`src/rtl/apb_mgr_arbiter.sv`:
```
// -----------------------------------------------------------------------------
// apb_mgr_arbiter
//
// Shares one APB subordinate bus between two APB managers (m0 = core,
// m1 = debug/DMA). The winning manager's transfer is captured in IDLE and
// replayed on the shared bus as a fresh SETUP/ACCESS sequence. Simultaneous
// requests are resolved round-robin. An ACCESS phase that runs for
// TimeoutCycles cycles is aborted and completed to the manager with PSLVERR.
//
// Ports
//   clk_i, rst_i                      clock, synchronous active-high reset
//   mN_psel_i/penable_i/pwrite_i      manager N APB controls (N = 0, 1)
//   mN_paddr_i, mN_pwdata_i           manager N address / write data
//   mN_prdata_o, mN_pready_o,
//   mN_pslverr_o                      manager N completion
//   s_psel_o/penable_o/pwrite_o,
//   s_paddr_o, s_pwdata_o             shared-bus request
//   s_prdata_i, s_pready_i,
//   s_pslverr_i                       shared-bus completion
//   timeout_o                         one-cycle pulse on each timeout abort
// -----------------------------------------------------------------------------
module apb_mgr_arbiter #(
  parameter int AddrWidth     = 32,
  parameter int DataWidth     = 32,
  parameter int TimeoutCycles = 256
) (
  input  logic                 clk_i,
  input  logic                 rst_i,

  input  logic                 m0_psel_i,
  input  logic                 m0_penable_i,
  input  logic                 m0_pwrite_i,
  input  logic [AddrWidth-1:0] m0_paddr_i,
  input  logic [DataWidth-1:0] m0_pwdata_i,
  output logic [DataWidth-1:0] m0_prdata_o,
  output logic                 m0_pready_o,
  output logic                 m0_pslverr_o,

  input  logic                 m1_psel_i,
  input  logic                 m1_penable_i,
  input  logic                 m1_pwrite_i,
  input  logic [AddrWidth-1:0] m1_paddr_i,
  input  logic [DataWidth-1:0] m1_pwdata_i,
  output logic [DataWidth-1:0] m1_prdata_o,
  output logic                 m1_pready_o,
  output logic                 m1_pslverr_o,

  output logic                 s_psel_o,
  output logic                 s_penable_o,
  output logic                 s_pwrite_o,
  output logic [AddrWidth-1:0] s_paddr_o,
  output logic [DataWidth-1:0] s_pwdata_o,
  input  logic [DataWidth-1:0] s_prdata_i,
  input  logic                 s_pready_i,
  input  logic                 s_pslverr_i,

  output logic                 timeout_o
);

  // TimeoutCycles = 0 disables the abort; keep a 1-bit counter so the
  // declarations stay legal in that case.
  localparam bit TimeoutEn   = (TimeoutCycles > 0);
  localparam int CntWidth    = TimeoutEn ? $clog2(TimeoutCycles + 1) : 1;
  localparam int TimeoutLast = TimeoutEn ? TimeoutCycles - 1 : 0;

  typedef enum logic [1:0] {
    IDLE   = 2'd0,
    SETUP  = 2'd1,
    ACCESS = 2'd2
  } state_t;

  state_t                state_reg, state_next;
  logic                  grant_reg, grant_next;
  logic                  last_reg,  last_next;
  logic [AddrWidth-1:0]  addr_reg,  addr_next;
  logic [DataWidth-1:0]  wdata_reg, wdata_next;
  logic                  write_reg, write_next;
  logic [CntWidth-1:0]   cnt_reg,   cnt_next;

  logic                  winner;
  logic                  complete;
  logic                  abort;
  logic                  timeout_hit;

  // PENABLE from the managers carries no information for the arbiter: a
  // request is recognised on PSEL alone.
  logic unused_penable;
  assign unused_penable = &{1'b0, m0_penable_i, m1_penable_i};

  assign timeout_hit = TimeoutEn && (cnt_reg == CntWidth'(TimeoutLast));

  // ---------------------------------------------------------------------------
  // State register
  // ---------------------------------------------------------------------------
  always_ff @(posedge clk_i) begin
    if (rst_i) begin
      state_reg <= IDLE;
      grant_reg <= 1'b0;
      last_reg  <= 1'b1;   // m0 wins the first tie after reset
      addr_reg  <= '0;
      wdata_reg <= '0;
      write_reg <= 1'b0;
      cnt_reg   <= '0;
    end else begin
      state_reg <= state_next;
      grant_reg <= grant_next;
      last_reg  <= last_next;
      addr_reg  <= addr_next;
      wdata_reg <= wdata_next;
      write_reg <= write_next;
      cnt_reg   <= cnt_next;
    end
  end

  // ---------------------------------------------------------------------------
  // Next-state logic
  // ---------------------------------------------------------------------------
  always_comb begin
    state_next = state_reg;
    grant_next = grant_reg;
    last_next  = last_reg;
    addr_next  = addr_reg;
    wdata_next = wdata_reg;
    write_next = write_reg;
    cnt_next   = '0;       // counter only survives while in ACCESS
    winner     = 1'b0;
    complete   = 1'b0;
    abort      = 1'b0;

    case (state_reg)
      IDLE: begin
        if (m0_psel_i || m1_psel_i) begin
          // On a tie the manager that did not win last time goes next.
          if (m0_psel_i && m1_psel_i) begin
            winner = ~last_reg;
          end else begin
            winner = m1_psel_i;
          end
          grant_next = winner;
          last_next  = winner;
          addr_next  = winner ? m1_paddr_i  : m0_paddr_i;
          wdata_next = winner ? m1_pwdata_i : m0_pwdata_i;
          write_next = winner ? m1_pwrite_i : m0_pwrite_i;
          state_next = SETUP;
        end
      end

      SETUP: begin
        state_next = ACCESS;
      end

      ACCESS: begin
        // A late PREADY on the timeout cycle still wins over the abort.
        if (s_pready_i) begin
          complete   = 1'b1;
          state_next = IDLE;
        end else if (timeout_hit) begin
          abort      = 1'b1;
          state_next = IDLE;
        end else if (TimeoutEn) begin
          cnt_next = cnt_reg + CntWidth'(1);
        end
      end

      default: begin
        state_next = IDLE;
      end
    endcase
  end

  // ---------------------------------------------------------------------------
  // Shared-bus outputs: driven only while a transfer is in flight
  // ---------------------------------------------------------------------------
  assign s_psel_o    = (state_reg == SETUP) || (state_reg == ACCESS);
  assign s_penable_o = (state_reg == ACCESS);
  assign s_pwrite_o  = s_psel_o & write_reg;
  assign s_paddr_o   = s_psel_o ? addr_reg  : '0;
  assign s_pwdata_o  = s_psel_o ? wdata_reg : '0;
  assign timeout_o   = abort;

  // ---------------------------------------------------------------------------
  // Manager-side returns: only the granted manager ever sees a completion,
  // which keeps the other one parked in its own ACCESS phase.
  // ---------------------------------------------------------------------------
  logic [1:0]           mgr_pready;
  logic [1:0]           mgr_pslverr;
  logic [DataWidth-1:0] mgr_prdata [2];

  genvar gi;
  for (gi = 0; gi < 2; gi++) begin : g_mgr
    logic sel;
    assign sel              = (grant_reg == 1'(gi));
    assign mgr_pready[gi]   = sel & (complete | abort);
    assign mgr_pslverr[gi]  = sel & (abort | (complete & s_pslverr_i));
    assign mgr_prdata[gi]   = (sel & complete) ? s_prdata_i : '0;
  end

  assign m0_pready_o  = mgr_pready[0];
  assign m0_pslverr_o = mgr_pslverr[0];
  assign m0_prdata_o  = mgr_prdata[0];
  assign m1_pready_o  = mgr_pready[1];
  assign m1_pslverr_o = mgr_pslverr[1];
  assign m1_prdata_o  = mgr_prdata[1];

endmodule

```
`config.mk`:
```
export PLATFORM = sky130hd
export DESIGN_NAME = apb_mgr_arbiter
export DESIGN_NICKNAME = d
export VERILOG_FILES = /design/src/rtl/apb_mgr_arbiter.sv
export SDC_FILE = /design/constraint.sdc
export NUM_CORES = 1
export LEC_CHECK = 0
export BUFFER_PORTS_ARGS = -buffer_cell sky130_fd_sc_hd__buf_2
export CELL_PAD_IN_SITES_DETAIL_PLACEMENT = 1
export CELL_PAD_IN_SITES_GLOBAL_PLACEMENT = 1
export CORE_AREA = 5 5 167 121
export DETAILED_ROUTE_END_ITERATION = 6
export DIE_AREA = 0 0 172 126
export HOLD_SLACK_MARGIN = 0.02
export MAX_ROUTING_LAYER = met4
export PLACE_DENSITY = 0.85
export SLEW_MARGIN = 0
export SYNTH_ARGS = -nofsm -noshare
export SYNTH_HDL_FRONTEND = slang
export SYNTH_SLANG_ARGS = --single-unit
```
`constraint.sdc`:
```
create_clock -name clk_i -period 1.68 [get_ports clk_i]
set_input_delay 0.336 -clock clk_i [delete_from_list [all_inputs] [get_ports clk_i]]
set_output_delay 0.336 -clock clk_i [all_outputs]
set_load 0.05 [all_outputs]
```
==> impl_metrics.env <==
export IMPL_status="finished with violations"
export IMPL_violations="negative setup slack"
export IMPL_cp_required_ns=1.34
export IMPL_routed_wl_mm=23.68
export IMPL_synth_flop_cell="dfxtp_1"
export IMPL_ir_drop_v=0.0005326
export IMPL_grt_pass1_wl_mm=34.06
export IMPL_insertion_delay_ns=0.34
export IMPL_cts_tree="yes"
export IMPL_cts_max_level=3
export IMPL_layout_commonest_cell="buf_2"
export IMPL_chipWidth_um=172
export IMPL_postCtsHoldBufs=0
export IMPL_arrival_ns=1.80
export IMPL_drt_iter0_drc=223
export IMPL_synth_area_sq_um=4715
export IMPL_stdcell_count=1149
export IMPL_wire_per_inst_um=20.61
export IMPL_end_kind="primary output"
export IMPL_synthDistinctLibCells=35
export IMPL_hp_class="input pin to register"
export IMPL_power_density_nw_per_um2=911.8
export IMPL_route_detailed_drc=0
export IMPL_cts_buffers=9
export IMPL_crit_buf_inv=4
export IMPL_grt_setup_unrepaired="true"
export IMPL_critPathMaxFanout=8
export IMPL_die_area_sq_um=21670
export IMPL_area_delta_synth_final_pct=94.29
export IMPL_dpl_cell_count=1107
export IMPL_core_area_sq_um=18500
export IMPL_syn_inst=582
export IMPL_power_uw=8352
export IMPL_maxSlewHeadroom_pct=72.85
export IMPL_synth_enable_flop_cells=0
export IMPL_regArea_sq_um=1569
export IMPL_nNetsFinal=1075
export IMPL_multi_input_area_sq_um=3301
export IMPL_grt_max_degree=42
export IMPL_clock_sinks=78
export IMPL_gp_routability_congestion=0.7806
export IMPL_clk_path_buf_depth=2
export IMPL_clkTransAtPathRegs_ns=0.07
export IMPL_synth_warnings=0
export IMPL_synth_seq_cells=78
export IMPL_ys_seq_area_share_pct=33.12
export IMPL_fin_ws_ns=-0.4532
export IMPL_drive_gt1_share_pct=67.73
export IMPL_worstSetupPathType="register to primary output"
export IMPL_hold_viol_final=0
export IMPL_antenna_found_initial=2
export IMPL_dp_hpwl_mm=14.41
export IMPL_regToRegSetupSlack_ns=0.09
export IMPL_final_setup_skew_ns=0.006594
export IMPL_cap_violations=0
export IMPL_grtUsageTotal_pct=20.65
export IMPL_tightest_slew_ns=0.4058
export IMPL_port_buffers=303
export IMPL_setup_viol=135
export IMPL_mostFrequentLayoutCells="buf_2, buf_8, and2_4"
export IMPL_viasPerCell=4.819
export IMPL_dr_pass1_iters=4
export IMPL_route_vias_total=5537
export IMPL_max_clock_freq_ghz=0.4688
export IMPL_overflow=0
export IMPL_cts_root_buffer="clkbuf_16"
export IMPL_slowest_stage="dfxtp_2"
export IMPL_cp_start_kind="register"
export IMPL_final_period_utilization_pct=127.0
export IMPL_cpPeakStageDelay_ns=0.35
export IMPL_die_h_um=126
export IMPL_final_core_utilization_pct=49.52
export IMPL_leakage_uw=0.004093
export IMPL_num_rows=42
export IMPL_syn_num_nets=757
export IMPL_synth_async_reset_ratio_pct=0
export IMPL_ant_nets=0
export IMPL_first_global_vias=6083
export IMPL_start_util_pct=25.49
export IMPL_io_pins=306
export IMPL_period_needed_ns=2.133
export IMPL_crit_family="buffers and inverters"
export IMPL_path_cells="buf_6 -> ha_4 -> nand2b_4 -> nor2_4 -> buf_12 -> clkbuf_16 -> and2_4 -> buf_8"
export IMPL_fillers=2075
export IMPL_syn_avg_cell_area_sq_um=8.101
export IMPL_slew_viol_final=0
-- worst reg2reg max path: stages, from the launching register on --
cell	delay, ns
dfxtp_2	0.36
ha_4	0.15
nand3_2	0.08
nor2_4	0.11
ha_4	0.19
nor3b_2	0.06
buf_4	0.14
a21oi_1	0.21
mux2i_1	0.22
-- synth_stat cells, drive strengths merged, types with 2 or more instances --
cell	count	area share (%)
nor2	80	6.4
clkbuf	20	1.6
inv	4	0.32
o21ai	4	0.50
ha	5	1.3
mux2i	2	0.42
nand2b	4	0.53
or3	4	0.53
and2	130	17
buf	30	4.7
xor2	2	0.37
a21oi	70	11
nand2	68	5.4
a211oi	65	15
nand3	4	0.42
dfxtp	78	33
-- cells by family after synthesis --
kind of cell	Yosys count	synth area share [%]
adders and majority gates	5	1.327
muxes	2	0.4246
and+or+nand+nor	295	31.21
AOI/OAI and AO/OA	145	26.78
buffers and inverters	54	6.582
DFF	78	33.12
xor gates and xnor gates	3	0.5574
-- power breakdown --
part           internal (uW)  switching, uW  total, uW
combinational           1860           2200       4060
clock                   1200            829       2030
sequential              2110            154       2270
total                   5170           3180       8350
-- cell type report --
class / instances / area share [%]
timing repair buffer: 357 / 39.91
multi-input combinational: 450 / 36.03
sequential: 78 / 17.13
tap: 242 / 3.306
clock buffer: 10 / 2.609
clock inverter: 6 / 0.7649
inverter: 4 / 0.1912
antenna: 2 / 0.05464
-- what timing repair did --
item                       4_1_cts  5_1_grt
gates cloned                     7        3
setup endpoints to repair      135      138
pin swaps                       64       37
resized for setup              411       84
buffers inserted                14        4
-- per-stage QoR --
stage | setup TNS [ns] | area [sq um] | hold WS [ns] | setup slack (ns)
after floorplan | -14.44 | 5032 | 0.4175 | -0.2858
after global placement | -13.47 | 6917 | 0.4763 | -0.1382
after detailed placement | -17.79 | 6917 | 0.4932 | -0.2002
after CTS | -43.53 | 8852 | 0.2226 | -0.3745
after global routing | -53.85 | 9160 | 0.2368 | -0.5114
final | -45.85 | 9160 | 0.2395 | -0.4532
-- path summary, 6_finish.rpt --
path	to	cells after the start	from
worst max register to register	state_reg[1]	8	cnt_reg[1]
worst max-delay path	m0_prdata_o[10]	8	state_reg[1]
worst min register to register	cnt_reg[6]	2	cnt_reg[6]
worst min-delay path	wdata_reg[23]	3	m0_pwdata_i[23]
-- metal layers --
| layer | vias to the layer above | part of all wire, % | wire, um | GRT usage (%) |
|---|---|---|---|---|
| met2 | 205 | 51 | 12190 | 36.42 |
| met1 | 2703 | 39 | 9287 | 22.71 |
| li1 | 2584 | - | - | - |
| met5 | - | 0 | 0 | - |
| met4 | 0 | 2.3 | 554 | 6.007 |
| met3 | 45 | 7.0 | 1646 | 5.670 |
No activity file was read; power rests on OpenSTA's default activity.
